[config.mk]
export PLATFORM = sky130hd
export DESIGN_NAME = gray_decode_arbiter
export DESIGN_NICKNAME = d
export VERILOG_FILES = /design/src/rtl/gray_arb_pkg.sv /design/src/rtl/gray_decode_comb.sv /design/src/rtl/gray_decode_arbiter.sv
export SDC_FILE = /design/constraint.sdc
export NUM_CORES = 1
export LEC_CHECK = 0
export BUFFER_PORTS_ARGS = -buffer_cell sky130_fd_sc_hd__buf_2
export CORE_ASPECT_RATIO = 0.6
export CORE_MARGIN = 3
export CORE_UTILIZATION = 39
export DETAILED_ROUTE_END_ITERATION = 7
export PLACE_DENSITY = 0.64
export SLEW_MARGIN = 20
export SYNTH_ARGS = -nofsm -noshare
export SYNTH_HDL_FRONTEND = slang
export SYNTH_SLANG_ARGS = --single-unit
[constraint.sdc]
create_clock -name clk -period 13.6 [get_ports clk]
set_input_delay 2.72 -clock clk [delete_from_list [all_inputs] [get_ports clk]]
set_output_delay 2.72 -clock clk [all_outputs]
set_load 0.01 [all_outputs]
[src/rtl/gray_arb_pkg.sv]
// gray_arb_pkg: helpers shared by the gray-code decoders and encoders.
//   calc_id_w   : requester-ID width for n requesters (minimum 1)
//   gray_to_bin : bit-serial reference decode, intended for bench models
package gray_arb_pkg;

  localparam int MAX_W = 64;

  function automatic int calc_id_w(input int n);
    return (n <= 2) ? 1 : $clog2(n);
  endfunction

  function automatic logic [MAX_W-1:0] gray_to_bin(input logic [MAX_W-1:0] gray,
                                                   input int width);
    logic [MAX_W-1:0] b;
    b = '0;
    if (width > 0) b[width-1] = gray[width-1];
    for (int k = width - 2; k >= 0; k--) b[k] = b[k+1] ^ gray[k];
    return b;
  endfunction

endpackage

[src/rtl/gray_decode_comb.sv]
// gray_decode_comb: combinational gray-to-binary decode.
//   gray_i : gray-coded word
//   bin_o  : binary value
// A log2-depth XOR-shift tree. After each stage with shift s, every bit
// holds the XOR of itself and the 2s-1 bits above it. The last stage
// therefore leaves each bit as the XOR of all gray bits at or above it.
module gray_decode_comb #(
  parameter int WIDTH = 32
) (
  input  logic [WIDTH-1:0] gray_i,
  output logic [WIDTH-1:0] bin_o
);

  always_comb begin
    bin_o = gray_i;
    for (int s = 1; s < WIDTH; s = s * 2) bin_o = bin_o ^ (bin_o >> s);
  end

endmodule

[src/rtl/gray_decode_arbiter.sv]
// gray_decode_arbiter: round-robin arbitration of NUM_REQ gray-coded
// requesters onto one shared decoder, followed by a registered output.
//   clk, rst              : clock; synchronous active-high reset
//   req_valid_i/ready_o   : per-requester handshake (ready is one-hot or zero)
//   req_data_i            : gray words, requester i at [i*WIDTH +: WIDTH]
//   out_valid_o/ready_i   : result handshake
//   out_data_o            : binary decode of the granted word
//   out_id_o              : index of the requester that supplied out_data_o
module gray_decode_arbiter
  import gray_arb_pkg::*;
#(
  parameter  int WIDTH   = 32,
  parameter  int NUM_REQ = 4,
  localparam int ID_W    = calc_id_w(NUM_REQ)
) (
  input  logic                     clk,
  input  logic                     rst,
  input  logic [NUM_REQ-1:0]       req_valid_i,
  output logic [NUM_REQ-1:0]       req_ready_o,
  input  logic [NUM_REQ*WIDTH-1:0] req_data_i,
  output logic                     out_valid_o,
  input  logic                     out_ready_i,
  output logic [WIDTH-1:0]         out_data_o,
  output logic [ID_W-1:0]          out_id_o
);

  logic [ID_W-1:0]      ptr_q, ptr_d, gnt_idx, off;
  logic [2*NUM_REQ-1:0] dbl;
  logic [NUM_REQ-1:0]   rot;
  logic [ID_W:0]        sum;
  logic                 any_vld, accept_en, xfer;
  logic [WIDTH-1:0]     gnt_gray, gnt_bin;
  logic                 out_valid_q;
  logic [WIDTH-1:0]     out_data_q;
  logic [ID_W-1:0]      out_id_q;

  // Rotate the requests so ptr lands on bit 0, find the lowest set bit, then
  // add ptr back modulo NUM_REQ. Doubling the vector makes the rotate a plain
  // shift, which works for any NUM_REQ, not only powers of two.
  always_comb begin
    dbl = {req_valid_i, req_valid_i} >> ptr_q;
    rot = dbl[NUM_REQ-1:0];
    off = '0;
    for (int k = NUM_REQ - 1; k >= 0; k--) if (rot[k]) off = ID_W'(k);
    sum = {1'b0, ptr_q} + {1'b0, off};
    if (sum >= (ID_W+1)'(NUM_REQ)) sum = sum - (ID_W+1)'(NUM_REQ);
    gnt_idx = sum[ID_W-1:0];
  end

  assign any_vld   = |req_valid_i;
  assign accept_en = !out_valid_q || out_ready_i;
  assign xfer      = !rst && accept_en && any_vld;

  always_comb begin
    req_ready_o = '0;
    if (xfer) req_ready_o[gnt_idx] = 1'b1;
  end

  assign gnt_gray = req_data_i[int'(gnt_idx)*WIDTH +: WIDTH];
  assign ptr_d    = (gnt_idx == ID_W'(NUM_REQ - 1)) ? '0 : gnt_idx + 1'b1;

  gray_decode_comb #(.WIDTH(WIDTH)) u_dec (
    .gray_i(gnt_gray),
    .bin_o (gnt_bin)
  );

  always_ff @(posedge clk) begin
    if (rst) begin
      out_valid_q <= 1'b0;
      out_data_q  <= '0;
      out_id_q    <= '0;
      ptr_q       <= '0;
    end else if (xfer) begin
      out_valid_q <= 1'b1;
      out_data_q  <= gnt_bin;
      out_id_q    <= gnt_idx;
      ptr_q       <= ptr_d;
    end else if (out_ready_i) begin
      out_valid_q <= 1'b0;  // drain with nothing to replace it; data/id hold
    end
  end

  assign out_valid_o = out_valid_q;
  assign out_data_o  = out_data_q;
  assign out_id_o    = out_id_q;

endmodule

Word-level counts from Yosys, hierarchy flattened
Cells that the tools add are included.

cells by class
  equal/unequal tests = 1
  multiplexer cells = 11
  reduce and logical (&&, ||, !) cells = 8
  $lt $le $gt $ge = 3
  shift-type cells = 2
  bitwise operators = 5
  add/subtract/negate cells = 3

operators by type and width
  operator                                                            count
  variable part select 128 x 8 -> 32 bit                              1
  bitwise XOR 32 x 16 -> 32 bit                                       1
  bitwise XOR 32 x 24 -> 32 bit                                       1
  bitwise XOR 32 x 28 -> 32 bit                                       1
  bitwise XOR 32 x 30 -> 32 bit                                       1
  bitwise XOR 32 x 31 -> 32 bit                                       1
  two-way mux 2 bit                                                   6
  right shift 8 x 2 -> 4 bit                                          1
  two-way mux 4 bit                                                   1
  OR reduction 4 bit                                                  1
  adder 2 x 2 -> 3 bit                                                1
  greater-or-equal comparator 3 bit (second input constant)           1
  logical AND 1 bit                                                   3
  less-than comparator 2 x 3 -> 1 bit (second input constant)         1
  two-way mux 1 bit                                                   3
  adder 2 x 1 -> 2 bit (second input constant)                        1
  demux 1 bit (select 2 bit)                                          1
  equality test 2 bit (second input constant)                         1
  greater-or-equal comparator 2 x 1 -> 1 bit (second input constant)  1
  zero test 1 bit                                                     2
  nonzero test 2 bit                                                  1
  subtractor 2 x 1 -> 2 bit (second input constant)                   1
  logical OR 1 bit                                                    1

word-level totals
  register bits after elaboration = 37
  logic and storage cells = 37
  input port bits = 135
  output and inout bits = 39

Logic depth before layout (Yosys ltp)
Gate-level depths: netlist of run 1.

  word-level depth = 14
  depth in mapped cells = 20
  gate-level depth less buffers = 15

Hierarchy
A second synthesis of run 1 with hierarchy kept.

unflattened totals
  cell total of the unflattened synthesis = 355
  area total of the unflattened synthesis = 3229.3 um2

modules (own cells, without submodules)
  module               sequential area each (um2)  cells each  area an instance (um2)  times used
  gray_decode_arbiter  740.7                       300         2628.8                  1
  gray_decode_comb     0.0                         55          600.6                   1

Least setup slack after synthesis of run 1
Ideal clock, no wire load.

  path kind = in2out
  start point = input req_valid_i[0]
  end point = output req_ready_o[3]
  path buffers = 4
  arrival time = 5.275 ns
  required time = 10.880 ns
  stages on the path = 12
  slack = 5.605 ns
  path through = clkbuf_1 > or4_1 > o2111ai_1 > ha_1 > xor2_1 > xnor2_2 > inv_2 > buf_6 > buf_2 > buf_1 > ha_1 > and2_1

on the way
  longest elaborated chain between the ends = 13
  elaborated cells between the ends (all ways) = 17
  those cells by class = add/sub (2); order compare (3); shift (1); mux (8); reduce/logical (3)

ends and longest elaborated chain
  item                                                                                                                            line                       source
  start: declaration                                                                                                              gray_decode_arbiter.sv:18  input logic [NUM_REQ-1:0] req_valid_i,
  right shift 8 x 2 -> 4 bit *                                                                                                    gray_decode_arbiter.sv:41  dbl = {req_valid_i, req_valid_i} >> ptr_q;
  two-way mux 2 bit (3 in series)                                                                                                 gray_decode_arbiter.sv:44  for (int k = NUM_REQ - 1; k >= 0; k--) if (rot[k]) off = ID_W'(k);
  two-way mux 2 bit *                                                                                                             gray_decode_arbiter.sv:44
  adder 2 x 2 -> 3 bit *                                                                                                          gray_decode_arbiter.sv:45  sum = {1'b0, ptr_q} + {1'b0, off};
  greater-or-equal comparator 3 bit / subtractor 2 x 1 -> 2 bit (equally long branches)                                           gray_decode_arbiter.sv:46  if (sum >= (ID_W+1)'(NUM_REQ)) sum = sum - (ID_W+1)'(NUM_REQ);
  two-way mux 2 bit *                                                                                                             gray_decode_arbiter.sv:46
  via sum[1]                                                                                                                      gray_decode_arbiter.sv:30  logic [ID_W:0] sum;
  less-than comparator 2 x 3 -> 1 bit (implied by the code) / greater-or-equal comparator 2 x 1 -> 1 bit (equally long branches)  gray_decode_arbiter.sv:56  if (xfer) req_ready_o[gnt_idx] = 1'b1;
  logical AND 1 bit (implied by the code)                                                                                         gray_decode_arbiter.sv:56
  two-way mux 1 bit (implied by the code)                                                                                         gray_decode_arbiter.sv:56
  demux 1 bit (select 2 bit) *                                                                                                    gray_decode_arbiter.sv:56
  two-way mux 4 bit *                                                                                                             gray_decode_arbiter.sv:56
  end: declaration                                                                                                                gray_decode_arbiter.sv:19  output logic [NUM_REQ-1:0] req_ready_o,

Mark *: on every way through the listed nets, which the timed path passes. The rest lies on a longest branch.

Final worst setup path of run 1
  start point = input req_valid_i[0]
  end point = output req_ready_o[3]

on the way
  longest elaborated chain between the ends = 13
  elaborated cells between the ends (all ways) = 17
  those cells by class = add/sub (2); order compare (3); shift (1); mux (8); reduce/logical (3)

ends and longest elaborated chain
  item                                                                                                                            line
  right shift 8 x 2 -> 4 bit                                                                                                      gray_decode_arbiter.sv:41
  two-way mux 2 bit (4 in series)                                                                                                 gray_decode_arbiter.sv:44
  adder 2 x 2 -> 3 bit                                                                                                            gray_decode_arbiter.sv:45
  greater-or-equal comparator 3 bit / subtractor 2 x 1 -> 2 bit (equally long branches)                                           gray_decode_arbiter.sv:46
  two-way mux 2 bit                                                                                                               gray_decode_arbiter.sv:46
  less-than comparator 2 x 3 -> 1 bit (implied by the code) / greater-or-equal comparator 2 x 1 -> 1 bit (equally long branches)  gray_decode_arbiter.sv:56
  logical AND 1 bit (implied by the code)                                                                                         gray_decode_arbiter.sv:56
  two-way mux 1 bit (implied by the code)                                                                                         gray_decode_arbiter.sv:56
  demux 1 bit (select 2 bit)                                                                                                      gray_decode_arbiter.sv:56
  two-way mux 4 bit *                                                                                                             gray_decode_arbiter.sv:56

Every way passes the cells marked *; elsewhere a longest branch is shown, timed or not.

==> results of run 1 <==
registers in the layout, indices dropped and copies added (netlist names):
| signal | count |
|---|---|
| out_id_o | 2 |
| ptr_q | 2 |
| out_valid_o | 1 |
| out_data_o | 32 |
per-layer routing:
layer,GRT usage (%),up-vias,wire (um)
met3,3.27,8,816
li1,-,1772,-
met4,3.42,0,94
met5,0,-,0
met1,28.3,1592,5490
met2,29.8,152,4630
layout make-up:
type                    instances  area, um2
clock inverters                 3       46.3
flip-flops and latches         37        741
clock buffers                   5        125
fillers                       929       4460
repair buffers                175        881
inverters                       2       15.0
well taps                     130        163
multi-input cells             359       3000
kinds of logic (layout without fill, tap and decap cells):
kind of cell / count (synthesis) / after routing
compound gates: 71 / 71
simple gates: 102 / 102
buf+inv: 29 / 185
fa+ha+maj: 5 / 5
flops: 37 / 37
xor+xnor: 135 / 135
mux: 46 / 46
worst max-delay path: cells and delay by family:
kind	cells	cell delay, ns
buf+inv	4	0.82
simple gates	2	0.62
xor+xnor	2	0.44
fa+ha+maj	2	0.50
compound gates	1	0.11
metrics by stage:
| stage | area, um2 | worst slack [ns] | utilization [%] |
|---|---|---|---|
| after detailed placement | 4800 | 5.63 | 50.9 |
| after global placement | 4800 | 5.71 | 50.9 |
| final | 4970 | 5.67 | 52.7 |
| after floorplan | 3880 | 5.61 | - |
| after global routing | 4970 | 5.47 | 52.7 |
| after CTS | 4970 | 5.63 | 52.7 |
worst max path at each step:
stage | from | to | slack (ns) | cells past startpoint
global route | req_valid_i[0] | req_ready_o[3] | 5.47 | 11
global placement | req_valid_i[0] | req_ready_o[3] | 5.71 | 11
floorplan | req_valid_i[0] | req_ready_o[3] | 5.61 | 12
finish | req_valid_i[0] | req_ready_o[3] | 5.67 | 11
detailed placement | req_valid_i[0] | req_ready_o[3] | 5.63 | 11
CTS | req_valid_i[0] | req_ready_o[3] | 5.63 | 11
power by group:
part | internal, mW | switching (mW)
clock network | 0.0867 | 0.0464
registers | 0.165 | 0.0251
logic | 0.713 | 0.702
total | 0.965 | 0.773
synthesized netlist by cell type (all sizes together) (5+ instances only):
master / n / area share (%)
mux2i: 30 / 8.4
o21ai: 45 / 5.8
ha: 5 / 1.6
a21oi: 15 / 1.9
nor2: 20 / 1.9
xnor3: 8 / 4.7
xor2: 51 / 11
mux4: 13 / 7.5
nand2: 34 / 3.3
clkbuf: 16 / 1.5
buf: 11 / 2.1
dfxtp: 37 / 19
xnor2: 76 / 18
nand3b: 33 / 6.4
==> impl_results.md, run 1 <==
* Post-DR wirelength/cell at 15.5 um
* Primary FF master, synth: dfxtp_1
* Hold crit path type: reg -> reg
* Number of buffers added on ports at 173
* R2R depth at 15
* Max FO, Critical Path at 41
* # IOs at 174
* Max-slew violation count at 0
* Max Fclk at 126 MHz
* Vias/cell at 4.96
* Post-Synthesis Cells at 425
* Core footprint at 9430 um2
* Post-synth EDFFs at 0
* Worst-Skew Late Latency at 0.28 ns
* Mapped cell area at 3880 um2
* Nets@finish at 720
* Reg-to-Reg Start: ptr_q[0]
* Post-synth ARST share at 0%
* Critical Path End Type: primary output
* Hold depth at 2
* Pre-antenna DRT Iters at 4
* Syn nets at 565
* Clock sinks at 37
* R2R Setup Slk at 8.64 ns
* Area Overhead vs Synth at 27.9%
* Gr ovfl total at 0
* Adder-Cell Fraction of Synth Area at 1.61%
* Max H-tree Level at 2
* #FFs+latches synth at 37
* MaxCap Viol Count at 0
* Hold_ws at 0.478 ns
* Most frequent cells in the layout: buf_2, xnor2_1, xor2_1
* Die H at 83.3 um
* Row cnt at 27
* Synth cell types at 39
* Critical path class: in -> out
* Global-route usage over all layers at 19.2%
* Compound-Gate Fraction of Synth Area at 9.86%
* VDD IR-drop max at 179 uV
* Hold-fix buffers at CTS at 0
* Post-layout min period at 7.93 ns
* Final Wtd Congestion at 0.834
* Bufs on Longest Clock Path at 2
* Crit-path cells: buf_2 -> or4_1 -> o2111ai_1 -> ha_2 -> xor2_1 -> xnor2_2 -> inv_2 -> buf_4 -> ha_1 -> and2_1 -> buf_2
* Remaining DRCs at 0
* CTS tree: built
* Setup Viol. Count Final at 0
* Root Driver: clkbuf_16
* Initial antenna violation count at 0
* Tcrit/Tclk final at 58.3%
* Final Non-Filler Cells at 711
* DR vias at 3524
* TritonCTS Buffers at 5
* Dpl cells at 703
* Slew Limit Headroom at 37.2%
* Final ANT Viol Nets at 0
* Final Hold Viols at 0
* Largest family of logic cells by synthesized area: XOR/XNOR gates
* Avg Cell Area, Syn at 9.14 um2
* CP Launch Type: input port
* Cell Pwr Density at 350 nW/um2
* Iter 0 DRT Violations at 129
* Clk slew on worst S/H paths at 0.06 ns
* DIE AREA at 11200 um2
* Largest net degree at the start of global routing at 65
* Commonest non-fill, non-tap cell in the layout: buf_2
* Critical path data required time at 10.88 ns
* Routed WL at 11000 um
* CP arrival at 5.21 ns
* Overall power at 1.74 mW
* Crit path top cell by count: buf_2
* Simple-gate share of the synthesized area at 14.1%
* Post-CTS setup buffers at 0
* Post-DP HPWL at 9030 um
* Status: finished clean
* HP Start: out_data_o[13]
* Post-synthesis xor/xnor area fraction at 34.6%
* Register area share after synthesis at 19.1%
* Slowest-stage cell, CP: or4_1
* Proportion of synthesized area in mux cells at 16.8%
* CP max stage delay at 0.50 ns
* Setup TNS at 0 ns
* Post-CTS Resized at 0
* ANT cells at 0
* Leak at 2.26 nW
* First-pass GRT wire length at 17600 um
* Worst Max-Slew Pin Slew at 0.942 ns
* Die width at 135 um
* Unrepaired setup endpoints after global routing: false
* Hold EP: out_data_o[13]
* FF-to-FF End: out_data_o[1]
* Share of post-route cells with drive strength above 1 at 36.5%
* Number of global-route vias before repair at 3540
* Initial Util at 41.2%
* Final Skew at 0.00648 ns
* Yosys warns at 0
Note: power is estimated with default switching activity, not from simulation.
==> run 2, diff against run 1 <==
--- a/config.mk
+++ b/config.mk
@@ -10,7 +10,7 @@
 export CORE_MARGIN = 3
 export CORE_UTILIZATION = 39
 export DETAILED_ROUTE_END_ITERATION = 7
-export PLACE_DENSITY = 0.64
+export PLACE_DENSITY = 0.67
 export SLEW_MARGIN = 20
 export SYNTH_ARGS = -nofsm -noshare
 export SYNTH_HDL_FRONTEND = slang
==> constraint.sdc (replaced) <==
create_clock -name clk -period 6.6 [get_ports clk]
set_input_delay 1.32 -clock clk [delete_from_list [all_inputs] [get_ports clk]]
set_output_delay 1.32 -clock clk [all_outputs]
set_load 0.01 [all_outputs]
==> run 2 against run 1 <==
  * First-iteration DRC count fell by 7.8%
  * Core utilization increased by 0.093 points
  * Largest power group unchanged
  * Critical path depth increased by 3
  * Clock power up 110%
  * Design area grew 0.18%
==> impl_results.md, run 2 (synthesis results as in run 1) <==
* Slowest-stage cell, CP: or4_1
* CP Launch Type: input port
* WP buf/inv at 2
* Iter 0 DRT Violations at 119
* CP arrival at 5.27 ns
* Max FO, Critical Path at 23
* Cell Pwr Density at 728 nW/um2
* Commonest non-fill, non-tap cell in the layout: buf_2
* Area Overhead vs Synth at 28.1%
* Final instance area at 4980 um2
* Overall power at 3.62 mW
* Row cnt at 27
* Largest net degree at the start of global routing at 64
* DR vias at 3560
* Critical path class: in -> reg
* Pre-antenna DRT Iters at 5
* Reg power frac at 10.8%
* Hold crit path type: reg -> reg
* Gr ovfl total at 0
* Unrepaired setup endpoints after global routing: false
* Largest register FFs at 32
* Status: finished clean
* Share of post-route cells with drive strength above 1 at 36.4%
* Psw at 1.62 mW
* Tcrit/Tclk final at 77.9%
* CP max stage delay at 0.51 ns
* Root Driver: clkbuf_16
* First-pass GRT wire length at 18200 um
* DIE AREA at 11200 um2
* Crit path top cell by count: xor2_1
* Sw frac at 44.6%
* DP Area at 4800 um2
* Die width at 135 um
* Remaining DRCs at 0
* Bufs on Longest Clock Path at 2
* Post-layout min period at 5.14 ns
* Vias/cell at 5.00
* Most frequent cells in the layout: buf_2, xnor2_1, xor2_1
* VDD IR-drop max at 547 uV
* Post-DR wirelength/cell at 15.9 um
* Hold_ws at 0.474 ns
* Final core utilization at 52.8%
* Max-slew violation count at 0
* Die H at 83.3 um
* Max H-tree Level at 2
* Slew Limit Headroom at 32.3%
* Clock sinks at 37
* Crit-path cells: buf_2 -> or4_1 -> o2111ai_1 -> ha_2 -> inv_8 -> mux2i_1 -> xnor2_1 -> xor2_1 -> xnor3_1 -> mux2_2 -> xor2_1 -> xnor3_1 -> xor2_1 -> o21ai_1
* Nets@finish at 721
* Worst Max-Slew Pin Slew at 1.01 ns
* CTS tree: built
* Critical Path End Type: flop
* ANT cells at 0
* Initial antenna violation count at 0
* Final Skew at 0.00706 ns
* Worst-Skew Late Latency at 0.27 ns
* Leak at 2.27 nW
* TritonCTS Buffers at 5
* Initial Util at 41.2%
* Global-route usage over all layers at 19.6%
* Clock power share at 7.6%
* Max Fclk at 195 MHz
* Post-CTS setup buffers at 0
* Critical path data required time at 6.73 ns
* Routed WL at 11300 um
* Core footprint at 9430 um2
* Post-DP HPWL at 9440 um
* Number of buffers added on ports at 173
* Final Hold Viols at 0
* Comb pwr share at 81.6%
* Clk slew on worst S/H paths at 0.06 ns
* CP delay by family, top: XOR/XNOR gates
* Cell Int Power at 2.01 mW
* Post-CTS Resized at 0
* Setup TNS at 0 ns
* Number of global-route vias before repair at 3461
* Final Wtd Congestion at 0.848
* Hold-fix buffers at CTS at 0
* # IOs at 174
* MaxCap Viol Count at 0
* Setup Viol. Count Final at 0
* Final ANT Viol Nets at 0
run 2: layout make-up:
cell class	instances	area [um2]
Clock buffer	7	143
Clock inverter	1	30.0
Fill cell	890	4450
Inverter	2	15.0
Multi-Input combinational cell	359	3000
Sequential cell	37	741
Tap cell	130	163
Timing Repair Buffer	176	888
run 2: worst reg2reg max path, delay by kind of cell (launching register included):
kind            cells  cell delay, ns
xor+xnor            5            1.36
flops               1            0.54
simple gates        1            0.11
fa+ha+maj           1            0.41
buf+inv             1            0.60
compound gates      4            0.81
mux                 1            0.43
run 2: power by group through the flow:
stage,registers (mW),clock network (mW),logic [mW]
after floorplan,0.426,0,2.39
after global placement,0.394,0,2.91
after detailed placement,0.399,0,2.99
after CTS,0.394,0.282,2.99
after global routing,0.402,0.292,3.23
final,0.393,0.274,2.96
run 2: path summary, 6_finish.rpt:
| path | endpoint | slack (ns) | from | cells past startpoint |
|---|---|---|---|---|
| hold reg to reg | out_data_o[15] | 0.47 | out_data_o[15] | 2 |
| hold / removal | out_data_o[15] | 0.47 | out_data_o[15] | 2 |
| setup / recovery | out_data_o[1] | 1.46 | req_valid_i[0] | 14 |
| setup reg to reg | out_data_o[2] | 2.18 | ptr_q[0] | 13 |
run 2: metal layers:
metal / vias to the layer above / wire [um] / global-route usage, % / share of wire [%]
met3: 6 / 874 / 4.12 / 7.7
met1: 1619 / 5330 / 27.7 / 47
li1: 1784 / - / - / -
met4: 0 / 55 / 2.50 / 0.49
met5: - / 0 / 0 / 0
met2: 151 / 5060 / 31.8 / 45
run 2: stage by stage:
step / setup WS (ns) / cells
2_1_floorplan: 1.41 / 425
3_3_place_gp: 1.36 / 704
3_5_place_dp: 1.16 / 704
4_1_cts: 1.45 / 712
5_1_grt: 1.11 / 712
6_report: 1.46 / 712
